### config.mk
export PLATFORM = sky130hd
export DESIGN_NAME = hello_main
export DESIGN_NICKNAME = d
export VERILOG_FILES = /design/src/rtl/hello_main.sv
export SDC_FILE = /design/constraint.sdc
export NUM_CORES = 1
export LEC_CHECK = 0
export ABC_AREA = 0
export ABC_CLOCK_PERIOD_IN_PS = 4790
export BUFFER_PORTS_ARGS = -buffer_cell sky130_fd_sc_hd__buf_2
export CORE_AREA = 5 5 94 140
export DETAILED_ROUTE_END_ITERATION = 10
export DIE_AREA = 0 0 99 145
export HOLD_SLACK_MARGIN = 0.05
export PLACE_DENSITY = 0.65
export SYNTH_ARGS = -nofsm -noshare
export SYNTH_HDL_FRONTEND = slang
export SYNTH_SLANG_ARGS = --single-unit
### constraint.sdc
create_clock -name CLOCK_50 -period 4.79 [get_ports CLOCK_50]
set_input_delay 1.437 -clock CLOCK_50 [delete_from_list [all_inputs] [get_ports CLOCK_50]]
set_output_delay 1.437 -clock CLOCK_50 [all_outputs]
set_load 0.03 [all_outputs]
### src/rtl/hello_main.sv
// hello_main: HELLO scroller on six 7-segment displays, switch-to-LED mirror and 16x16 square plotter on a 160x120 pixel port
module hello_main #(
    parameter int SCROLL_DIV = 25_000_000
) (
    input  logic        CLOCK_50,
    input  logic [3:0]  KEY,
    input  logic [9:0]  SW,
    output logic [47:0] HEX,
    output logic [9:0]  LED,
    output logic [7:0]  x,
    output logic [6:0]  y,
    output logic [2:0]  colour,
    output logic        plot,
    output logic        vga_resetn
);
    localparam int DW = (SCROLL_DIV > 1) ? $clog2(SCROLL_DIV) : 1;
    localparam logic [DW-1:0] DIV_LAST = DW'(SCROLL_DIV - 1);
    // message written twice so any six-character window is one contiguous slice
    localparam logic [95:0] MSG2 = {2{48'h7679_3838_3F00}};

    typedef enum logic {IDLE, DRAW} state_t;

    state_t          state, state_n;
    logic            rst;
    logic [2:1]      key_q;
    logic            draw_edge, clr_edge, start, active, plot_n;
    logic [DW-1:0]   div, div_n;
    logic [2:0]      ptr, ptr_n;
    logic [7:0]      x0, x0_n, x_n, pix;
    logic [6:0]      y0, y0_n, y_n, row;
    logic [2:0]      col, col_n, colour_n;
    logic [8:0]      cnt, cnt_n;
    logic [47:0]     hex_n;

    assign rst       = KEY[0];
    assign draw_edge = KEY[1] & ~key_q[1];
    assign clr_edge  = KEY[2] & ~key_q[2];

    // FSM state register
    always_ff @(posedge CLOCK_50) state <= rst ? IDLE : state_n;

    // next state: clear beats everything, then a new square, then end of square
    always_comb begin
        state_n = clr_edge                            ? IDLE
                : (state == IDLE && draw_edge)        ? DRAW
                : (state == DRAW && cnt == 9'd256)    ? IDLE
                : state;
    end

    // pixel outputs: pixel 0 is emitted on the very edge that starts the square
    always_comb begin
        start    = (state == IDLE) && draw_edge && !clr_edge;
        active   = (state_n == DRAW);
        x0_n     = start ? {1'b0, SW[6:4], 4'b0000} : x0;
        y0_n     = start ? {SW[3:1], 4'b0000} : y0;
        col_n    = start ? SW[9:7] : col;
        pix      = start ? 8'd0 : cnt[7:0];
        cnt_n    = active ? {1'b0, pix} + 9'd1 : 9'd0;
        row      = y0_n + {3'b000, pix[7:4]};
        x_n      = active ? x0_n + {4'b0000, pix[3:0]} : x;
        y_n      = active ? row : y;
        colour_n = active ? col_n : colour;
        plot_n   = active && (row < 7'd120);
    end

    // scroll divider and ring pointer; the divider holds its count while paused
    always_comb begin
        div_n = div;
        ptr_n = ptr;
        if (SW[0] && !KEY[3]) begin
            div_n = (div == DIV_LAST) ? '0 : div + DW'(1);
            ptr_n = (div != DIV_LAST) ? ptr : (ptr == 3'd5) ? 3'd0 : ptr + 3'd1;
        end
        hex_n = MSG2[7'd95 - {1'b0, ptr_n, 3'b000} -: 48];
    end

    // registered datapath and outputs; key history loads even in reset
    always_ff @(posedge CLOCK_50) begin
        key_q <= KEY[2:1];
        if (rst) begin
            div        <= '0;
            ptr        <= 3'd0;
            x0         <= 8'd0;
            y0         <= 7'd0;
            col        <= 3'd0;
            cnt        <= 9'd0;
            HEX        <= MSG2[95:48];
            LED        <= 10'd0;
            x          <= 8'd0;
            y          <= 7'd0;
            colour     <= 3'd0;
            plot       <= 1'b0;
            vga_resetn <= 1'b0;
        end else begin
            div        <= div_n;
            ptr        <= ptr_n;
            x0         <= x0_n;
            y0         <= y0_n;
            col        <= col_n;
            cnt        <= cnt_n;
            HEX        <= hex_n;
            LED        <= {active, SW[8:0]};
            x          <= x_n;
            y          <= y_n;
            colour     <= colour_n;
            plot       <= plot_n;
            vga_resetn <= ~clr_edge;
        end
    end
endmodule

==> out/results.tsv, run 1 <==
metric	value	unit
vias in the first global route	4102	
Port-buffer cells	86	
Logic pwr share	5.3	%
slowest CP cell	ha_1	
grt ovf	0	
Yosys top cell by area	dfxtp_1	
post-synth cell types	58	
final hold vios	0	
die height	145	um
multi-input logic area	2560	um^2
Mapped Area	5150	um^2
sequential area share after synthesis	45.4	%
clk root buf	clkbuf_16	
Slew @ Worst Pin	775	ps
worst setup path class	in2reg	
DR pass1 iterations	4	
fmax	266	MHz
# setup viols final	0	
crit path DAT	4090	ps
share of flip-flops with an asynchronous set or reset	0	%
PD cells	387	nW/um^2
CTS tree	done	
Mapped Cells	555	
most frequent cells in the layout	117 x dfxtp_1, 86 x buf_2, 73 x nor2_1, 36 x nand2_1, 25 x a21oi_1	
share of the synthesized area in the top cell type	45.4	%
peak supply drop	0.296	mV
Reg power frac	41.9	%
# rows	49	
crit path from	KEY[3]	
Worst-path clk slew	50	ps
top cells by area, synth	dfxtp_1 45%, nor2_1 5.4%, ha_1 5.1%	
wire per inst	14.3	um
Die X	99	um
outcome	complete, no violations	
Int Pwr	0.00187	W
DIE AREA	14400	um^2
Slowest Stage Delay on Critical Path	400	ps
total track usage	16.4	%
hold buffers post-CTS	0	
diode count	0	
share of layout cells above drive strength 1	20.7	%
Hold Startpoint	x0[7]$_SDFF_PP0_	
Initial Util	43.6	%
Post-Synth XOR/XNOR Area	5.95	%
final antenna-violating net count	0	
Syn Area/Cell	9.29	um^2
Compound-Gate Fraction of Synth Area	10.1	%
largest net degree at the start of global routing	40	
Data required, critical path	5120	ps
clock share of power	52.8	%
filler cell count	1098	
final period utilization	78.5	%
final max-slew violation count	0	
crit end category	flip-flop	
insertion delay of the later-clocked pin in the worst-skew pair	410	ps
multiplexer share of the synthesized area	4.69	%
routed wire length	11.3	mm
placer congestion estimate	0.883	
synthesized-area fraction occupied by and/or/nand/nor cells	22.7	%
CTS max path bufs	2	
H-tree Lvls	4	
first-pass GRT wire length	19.2	mm
synth warn	0	
Synth Flop Type	dfxtp_1	
Crit Path Max Fanout	9	
net load switching power	0.000523	W
Pleak	2.55	nW
largest family of logic cells by synthesized area	simple AND/OR/NAND/NOR gates	
I/O Pins	93	
Vias	4064	
Adder-Cell Fraction of Synth Area	5.68	%
Slew HR	48.3	%
crit-path cells	buf_2 > nand3b_1 > nor3_2 > nand4_1 > mux2i_1 > buf_4 > inv_1 > ha_1 > inv_1 > nor2_1 > o21bai_1 > a22oi_1	
Layout area overhead	19.7	%
antenna violations before repair	0	
Seq cells post-synth	117	
Worst R2R Start	div[0]$_SDFFE_PP0P_	
EDFF count, synth	0	
Core Box Area	11800	um^2
most common cell type on the critical path	inv_1	
Setup crit start kind	input port	
Worst Path Buf+Inv	4	
hold_ws	452	ps
Top Family by Delay on Critical Path	simple AND/OR/NAND/NOR gates	
sw frac	21.9	%
clock sinks	117	
unrepaired setup endpoints after global routing	false	
Setup Skew	8.50	ps
Hold Crit Class	reg2reg	
commonest non-fill, non-tap cell in the layout	dfxtp_1	
Detail Placement HPWL	8.26	mm
DRC viols	0	
register area	2340	um^2
max cap viols	0	
Num CTS Buffers	17	
vias per cell	5.14	
setup TNS	0	ps
PostCTS Resize Cnt	0	
post-layout min period	3760	ps
post-CTS repair timing setup buffer count	0	
Starting DRT DRC Count	145	
nets	662	
## worst paths after layout
kind                       endpoint  slack (ps)  cells past startpoint
setup / recovery  HEX[8]$_SDFF_PP1_        1030                     12
hold / removal     x0[7]$_SDFF_PP0_         450                      2
setup reg to reg  HEX[8]$_SDFF_PP1_        1710                     12
hold reg to reg    x0[7]$_SDFF_PP0_         450                      2
## cell usage after synthesis (all sizes together) (2+ instances only)
cell type and n:
a22oi 3, a21oi 25, a211o 2, o22ai 9, nand2b 5, a41oi 2, xor2 20, or3 6
nor2b 20, xnor2 15, nor2 76, and3 5, a211oi 10, buf 27, nand3b 3, ha 21
mux2i 23, inv 8, or2 3, a21o 5, and4 7, nand4 9, o21bai 2, and2 20
nor3 5, dfxtp 117, and2b 2, nand3 14, nand2 36, nor3b 4, o21ai 10, clkbuf 17
nor4 5, o22a 4
## worst reg2reg max path: stages (launching register included)
cell	delay, ps
dfxtp_1	360
ha_1	160
nand3b_1	190
nor3_2	350
nand4_1	390
mux2i_1	290
buf_4	190
inv_1	120
ha_1	400
inv_1	120
nor2_1	70
o21bai_1	200
a22oi_1	170
## cell type report
| type | instances | share of cell area (%) |
|---|---|---|
| Inverter | 8 | 0.487 |
| Timing Repair Buffer | 90 | 7.46 |
| Multi-Input combinational cell | 391 | 41.4 |
| Clock inverter | 10 | 2.11 |
| Tap cell | 153 | 3.10 |
| Clock buffer | 21 | 7.46 |
| Sequential cell | 117 | 38.0 |
## power groups by stage
stage | Sequential (W) | Clock [W] | Combinational, W
CTS | 0.00100 | 0.00128 | 0.000129
global route | 0.00100 | 0.00133 | 0.000140
finish | 0.00100 | 0.00126 | 0.000127
floorplan | 0.00105 | 0 | 0.0000713
global placement | 0.00102 | 0 | 0.000126
detailed placement | 0.00102 | 0 | 0.000128
## routing by layer
layer  share of wire (%)  track usage (%)
met5                   0                0
met4                 1.9             6.84
met3                 5.1             4.47
met2                  52             29.0
met1                  41             18.1
## kinds of logic (layout without fill, tap and decap cells)
family | Yosys count | after routing
and+or+nand+nor | 224 | 224
xor gates and xnor gates | 35 | 35
buffers and inverters | 52 | 129
muxes | 24 | 24
adders and majority gates | 23 | 23
other | 1 | 6
AOI/OAI and AO/OA | 79 | 79
DFF | 117 | 117
## sequential cells by signal, indices dropped and copies added (netlist names)
signal	flops
x	8
col	3
x0	8
div	25
colour	3
key_q	2
plot	1
HEX	30
state	1
vga_resetn	1
y	7
y0	7
ptr	3
cnt	9
LED	9
## stage by stage
stage	worst slack (ps)	total power [W]	cell area [um^2]	std cells	utilization (%)
2_1_floorplan	700	0.00112	5170	560	-
3_3_place_gp	751	0.00115	5580	759	47.2
3_5_place_dp	637	0.00115	5580	759	47.2
4_1_cts	1040	0.00242	6170	790	52.2
5_1_grt	761	0.00247	6170	790	52.2
6_report	1030	0.00239	6170	790	52.2
Power figures use the tool's default switching activity.
==> inputs of run 2 (changes only) <==
==> config.mk (replaced) <==
export PLATFORM = sky130hd
export DESIGN_NAME = hello_main
export DESIGN_NICKNAME = d
export VERILOG_FILES = /design/src/rtl/hello_main.sv
export SDC_FILE = /design/constraint.sdc
export NUM_CORES = 1
export LEC_CHECK = 0
export ABC_AREA = 1
export ABC_CLOCK_PERIOD_IN_PS = 3100
export BUFFER_PORTS_ARGS = -buffer_cell sky130_fd_sc_hd__buf_2
export CORE_AREA = 5 5 94 139
export DETAILED_ROUTE_END_ITERATION = 10
export DIE_AREA = 0 0 99 144
export HOLD_SLACK_MARGIN = 0.05
export PLACE_DENSITY = 0.68
export SYNTH_ARGS = -nofsm -noshare
export SYNTH_HDL_FRONTEND = slang
export SYNTH_SLANG_ARGS = --single-unit
==> constraint.sdc (replaced) <==
create_clock -name CLOCK_50 -period 3.1 [get_ports CLOCK_50]
set_input_delay 0.93 -clock CLOCK_50 [delete_from_list [all_inputs] [get_ports CLOCK_50]]
set_output_delay 0.93 -clock CLOCK_50 [all_outputs]
set_load 0.03 [all_outputs]
==> run 2 against run 1 <==
  * Die area shrank 0.69%
  * Utilization hardly changed
  * Clock power grew 41%
  * First-iteration DRC count rose by 43%
  * Sequential power increased by 56%
  * Synthesized area shrank 0.22%
  * Via count increased by 7.3%
  * Cell count increased by 16%
  * Register-to-register slack worse by 1100 ps
  * Non-clock buffer count is 4 higher
  * Worst hold slack got worse by 4.3 ps
  * Global-route usage grew 1.0 points
  * Critical path type unchanged
==> out/results.tsv, run 2 <==
metric	value	unit
register area	2340	um^2
first-pass GRT wire length	19.9	mm
sequential area share after synthesis	45.5	%
PD cells	581	nW/um^2
Worst-path clk slew	60	ps
Slew HR	62.5	%
DIE AREA	14300	um^2
share of the synthesized area in the top cell type	45.5	%
clk root buf	clkbuf_16	
post-CTS repair timing setup buffer count	0	
Seq cells post-synth	117	
DP Worst Slack	-6.57	ps
sw frac	24.4	%
design area	6180	um^2
fmax	364	MHz
grt ovf	0	
die height	144	um
Largest Register	HEX	
Synth Flop Type	dfxtp_1	
crit-path cells	buf_2 > nand2_1 > nand3_2 > nand2_1 > inv_2 > ha_1 > fa_1 > a31oi_1 > nor3_1 > xor2_1 > o21ai_0 > inv_1	
# rows	49	
slack of the critical path	354	ps
net load switching power	0.000875	W
clock sinks	117	
Slew @ Worst Pin	563	ps
top cells by area, synth	dfxtp_1 46%, nand2_1 8.2%, inv_1 7.2%	
placer congestion estimate	0.889	
synth warn	0	
final antenna-violating net count	0	
peak supply drop	0.393	mV
wire per inst	12.9	um
Largest register FFs	30	
Reg power frac	43.6	%
Setup crit start kind	input port	
post-layout min period	2750	ps
Crit Path Max Fanout	15	
outcome	complete, no violations	
Setup Skew	11.0	ps
# setup viols final	0	
diode count	0	
Data required, critical path	3410	ps
share of layout cells above drive strength 1	21.6	%
hold_ws	448	ps
top cells by count, synth	117 x dfxtp_1, 112 x nand2_1, 99 x inv_1	
Port-buffer cells	86	
final period utilization	88.6	%
hold buffers post-CTS	0	
Starting DRT DRC Count	207	
Layout area overhead	20.1	%
placed cell area	5630	um^2
total track usage	17.3	%
Slowest Stage Delay on Critical Path	410	ps
H-tree Lvls	4	
most frequent cells in the layout	117 x dfxtp_1, 112 x nand2_1, 99 x inv_1, 86 x buf_2, 77 x nor2_1	
PostCTS Resize Cnt	0	
Yosys top cell by area	dfxtp_1	
crit end category	flip-flop	
Syn Area/Cell	7.73	um^2
CTS tree	done	
Vias	4360	
unrepaired setup endpoints after global routing	false	
DRC viols	0	
crit path DAT	3050	ps
routed wire length	11.8	mm
antenna violations before repair	0	
Die X	99	um
DR pass1 iterations	4	
insertion delay of the later-clocked pin in the worst-skew pair	410	ps
vias per cell	4.78	
Detail Placement HPWL	8.78	mm
Worst R2R Setup Slack	620	ps
commonest non-fill, non-tap cell in the layout	dfxtp_1	
vias in the first global route	4477	
share of flip-flops with an asynchronous set or reset	0	%
EDFF count, synth	0	
Initial Util	43.5	%
worst setup path class	in2reg	
multi-input logic area	2200	um^2
Num CTS Buffers	17	
I/O Pins	93	
final max-slew violation count	0	
Mapped Area	5140	um^2
Int Pwr	0.00271	W
most common cell type on the critical path	nand2_1	
Logic pwr share	6.9	%
Hold Crit Class	reg2reg	
final hold vios	0	
nets	784	
Core Box Area	11800	um^2
largest net degree at the start of global routing	50	
Largest regs	HEX x30, div x25	
Pleak	2.98	nW
slowest CP cell	fa_1	
post-synth cell types	42	
filler cell count	1166	
clock share of power	49.5	%
CTS max path bufs	2	
Mapped Cells	665	
most frequent cell after synthesis	dfxtp_1	
max cap viols	0	
==> run 2: metrics by stage <==
step	power (W)	TNS (ps)	util, %	cells
after floorplan	0.00177	0	-	670
after global placement	0.00184	0	47.6	881
after detailed placement	0.00184	-6.57	47.6	881
after CTS	0.00362	0	52.2	913
after global routing	0.00374	0	52.2	913
final	0.00359	0	52.2	913
==> run 2: worst paths after layout <==
check                         from           endpoint  cells past startpoint
hold reg to reg   y0[3]$_SDFF_PP0_   y0[3]$_SDFF_PP0_                      2
setup / recovery            KEY[2]  x[6]$_SDFFE_PP0P_                     12
setup reg to reg  state$_SDFF_PP0_  x[6]$_SDFFE_PP0P_                     11
hold / removal    y0[3]$_SDFF_PP0_   y0[3]$_SDFF_PP0_                      2
==> run 2: layer usage <==
layer	up-vias	track usage (%)	part of all wire, %
li1	2233	-	-
met1	1994	17.4	38
met2	99	31.2	53
met3	34	5.50	5.2
met4	0	10.2	3.9
met5	-	0	0
==> run 2: area by class of cell <==
class / count / area share, %
clock buffer: 20 / 7.07
clock inverter: 12 / 1.76
inverter: 104 / 6.32
multi-input combinational: 413 / 35.7
sequential: 117 / 37.9
tap: 153 / 3.10
timing repair buffer: 94 / 8.14
==> run 2: power groups by stage <==
stage / clock (W) / sequential [W] / combinational [W]
finish: 0.00178 / 0.00156 / 0.000248
CTS: 0.00181 / 0.00156 / 0.000250
detailed placement: 0 / 0.00160 / 0.000248
global route: 0.00190 / 0.00157 / 0.000276
floorplan: 0 / 0.00165 / 0.000125
global placement: 0 / 0.00159 / 0.000245
==> run 2: worst max-delay path, delay by kind of cell <==
| kind | cells | cell delay [ps] |
|---|---|---|
| AOI/OAI and AO/OA | 2 | 420 |
| and+or+nand+nor | 4 | 680 |
| buffers and inverters | 3 | 230 |
| xor gates and xnor gates | 1 | 150 |
| adders and majority gates | 2 | 630 |
==> run 2: logic make-up (layout without fill, tap and decap cells) <==
kind of cell | Yosys count | in the layout | synth area share [%]
buf+inv | 140 | 230 | 12.0
flops | 117 | 117 | 45.5
xor+xnor | 13 | 13 | 2.21
mux | 1 | 1 | 0.195
other cells | 1 | 6 | 0.0729
compound gates | 86 | 86 | 9.37
simple gates | 285 | 285 | 25.1
fa+ha+maj | 22 | 22 | 5.50
==> inputs of run 3 (changes only) <==
--- a/config.mk
+++ b/config.mk
@@ -13,6 +13,7 @@
 export DIE_AREA = 0 0 99 144
 export HOLD_SLACK_MARGIN = 0.05
 export PLACE_DENSITY = 0.68
+export REMOVE_ABC_BUFFERS = 1
 export SYNTH_ARGS = -nofsm -noshare
 export SYNTH_HDL_FRONTEND = slang
 export SYNTH_SLANG_ARGS = --single-unit
==> run 3 against run 2 <==
  * Global-route usage down 0.83 points
  * Die area unchanged
  * Combinational power hardly changed
  * Utilization grew 0.28 points
  * Clock power increased by 6%
  * Wire length is 3.2% lower
  * Critical endpoint is now x[7]$_SDFFE_PP0P_
  * Largest power group unchanged
==> out/results.tsv, run 3 (synthesis gave the netlist of run 2 again) <==
metric	value	unit
outcome	complete, no violations	
Layout area overhead	20.7	%
Die X	99	um
DRC viols	0	
I/O Pins	93	
PostCTS Resize Cnt	0	
Detail Placement HPWL	8.50	mm
max cap viols	0	
hold buffers post-CTS	0	
Worst-path clk slew	60	ps
Vias	4409	
placed cell area	5630	um^2
routed wire length	11.4	mm
Largest regs	HEX x30, div x25	
CTS max path bufs	2	
Port-buffer cells	86	
wire per inst	12.5	um
DIE AREA	14300	um^2
die height	144	um
crit end category	flip-flop	
insertion delay of the later-clocked pin in the worst-skew pair	410	ps
grt ovf	0	
Worst R2R Start	state$_SDFF_PP0_	
Setup crit start kind	input port	
nets	786	
Worst Reg-to-Reg Cells	12	
final antenna-violating net count	0	
most common cell type on the critical path	nand2_1	
clk root buf	clkbuf_16	
Slowest Stage Delay on Critical Path	340	ps
most frequent cells in the layout	117 x dfxtp_1, 112 x nand2_1, 99 x inv_1, 86 x buf_2, 77 x nor2_1	
placer congestion estimate	0.868	
post-layout min period	2660	ps
largest net degree at the start of global routing	50	
crit-path cells	buf_2 > nand2_1 > nand3_2 > nand2_1 > inv_1 > ha_1 > a21oi_1 > a21boi_0 > o21ai_0 > nor2_1 > nand2_1 > xnor2_1 > o21ai_1	
filler cell count	1134	
Starting DRT DRC Count	125	
Largest Register	HEX	
post-CTS repair timing setup buffer count	0	
final period utilization	85.8	%
Largest register FFs	30	
# setup viols final	0	
crit path DAT	2950	ps
worst hold endpoint	y0[0]$_SDFF_PP0_	
Top Family by Delay on Critical Path	compound AO/OA/AOI/OAI gates	
design area	6210	um^2
Post-Layout Cell Count	915	
CTS tree	done	
Hold Startpoint	y0[0]$_SDFF_PP0_	
share of layout cells above drive strength 1	21.9	%
antenna violations before repair	0	
H-tree Lvls	4	
Slew @ Worst Pin	545	ps
commonest non-fill, non-tap cell in the layout	dfxtp_1	
# rows	49	
DR pass1 iterations	4	
clock sinks	117	
Slew HR	63.7	%
PD cells	596	nW/um^2
Core Box Area	11800	um^2
first-pass GRT wire length	19.3	mm
Pleak	2.99	nW
final hold vios	0	
Setup Skew	8.73	ps
unrepaired setup endpoints after global routing	false	
worst hold path depth	2	
Inst Count DP	883	
final max-slew violation count	0	
total track usage	16.5	%
worst setup path class	in2reg	
R2R Path End	x[7]$_SDFFE_PP0P_	
Initial Util	43.5	%
vias in the first global route	4508	
Power Total	0.00370	W
vias per cell	4.82	
fmax	376	MHz
Hold Crit Class	reg2reg	
slowest CP cell	ha_1	
hold_ws	447	ps
Worst Path Buf+Inv	2	
Worst R2R Setup Slack	700	ps
Num CTS Buffers	17	
diode count	0	
peak supply drop	0.440	mV
Crit Path Max Fanout	12	
Data required, critical path	3390	ps
setup TNS	0	ps
run 3: cell types whose count changed in the layout (fill, tap and decap cells not counted):
cell	before	now
buf_12	1	0
inv_6	0	2
clkbuf_8	0	1
clkinv_4	5	1
clkbuf_1	3	2
clkinvlp_4	2	3
bufinv_16	1	2
buf_4	7	10
run 3: routing by layer:
layer	global-route usage (%)	wire length, um	vias up	part of all wire, %
li1	-	-	2233	-
met4	7.84	265	0	2.3
met1	16.4	4420	2042	39
met2	31.3	6110	105	53
met3	4.73	634	29	5.5
met5	0	0	-	0
run 3: worst max-delay path by stage:
| stage | startpoint | end | slack (ps) | cells past startpoint |
|---|---|---|---|---|
| floorplan | KEY[3] | HEX[11]$_SDFF_PP1_ | 150 | 13 |
| finish | KEY[2] | x[7]$_SDFFE_PP0P_ | 440 | 13 |
| global placement | KEY[2] | x[6]$_SDFFE_PP0P_ | 180 | 12 |
| detailed placement | KEY[2] | x[7]$_SDFFE_PP0P_ | 60 | 13 |
| global route | KEY[2] | y[6]$_SDFFE_PP0P_ | 220 | 16 |
| CTS | KEY[2] | x[7]$_SDFFE_PP0P_ | 500 | 13 |
run 3: where the power goes:
| part | switching, W | internal (W) | leakage, nW | total, W |
|---|---|---|---|---|
| clock network | 0.000688 | 0.00120 | 0.277 | 0.00189 |
| registers | 0.0000166 | 0.00155 | 0.951 | 0.00156 |
| logic | 0.000178 | 0.0000693 | 1.76 | 0.000247 |
run 3: tightest hold or removal path: stages, from the launching register on:
cell and delay, ps:
dfxtp_1 300, nand2_1 70, nor2_1 40
run 3: final cells by class:
cell class                 count  area, um^2  area share (%)
inverter                     104         390            6.29
clock buffer                  20         447            7.19
multi-input combinational    413        2200            35.5
tap                          153         191            3.08
sequential                   117        2340            37.7
timing repair buffer          96         505            8.14
clock inverter                12         129            2.08
run 3: stage by stage:
stage	util [%]	worst slack (ps)
CTS	52.5	500
global placement	47.6	175
floorplan	-	154
finish	52.5	439
detailed placement	47.6	56.6
global route	52.5	216
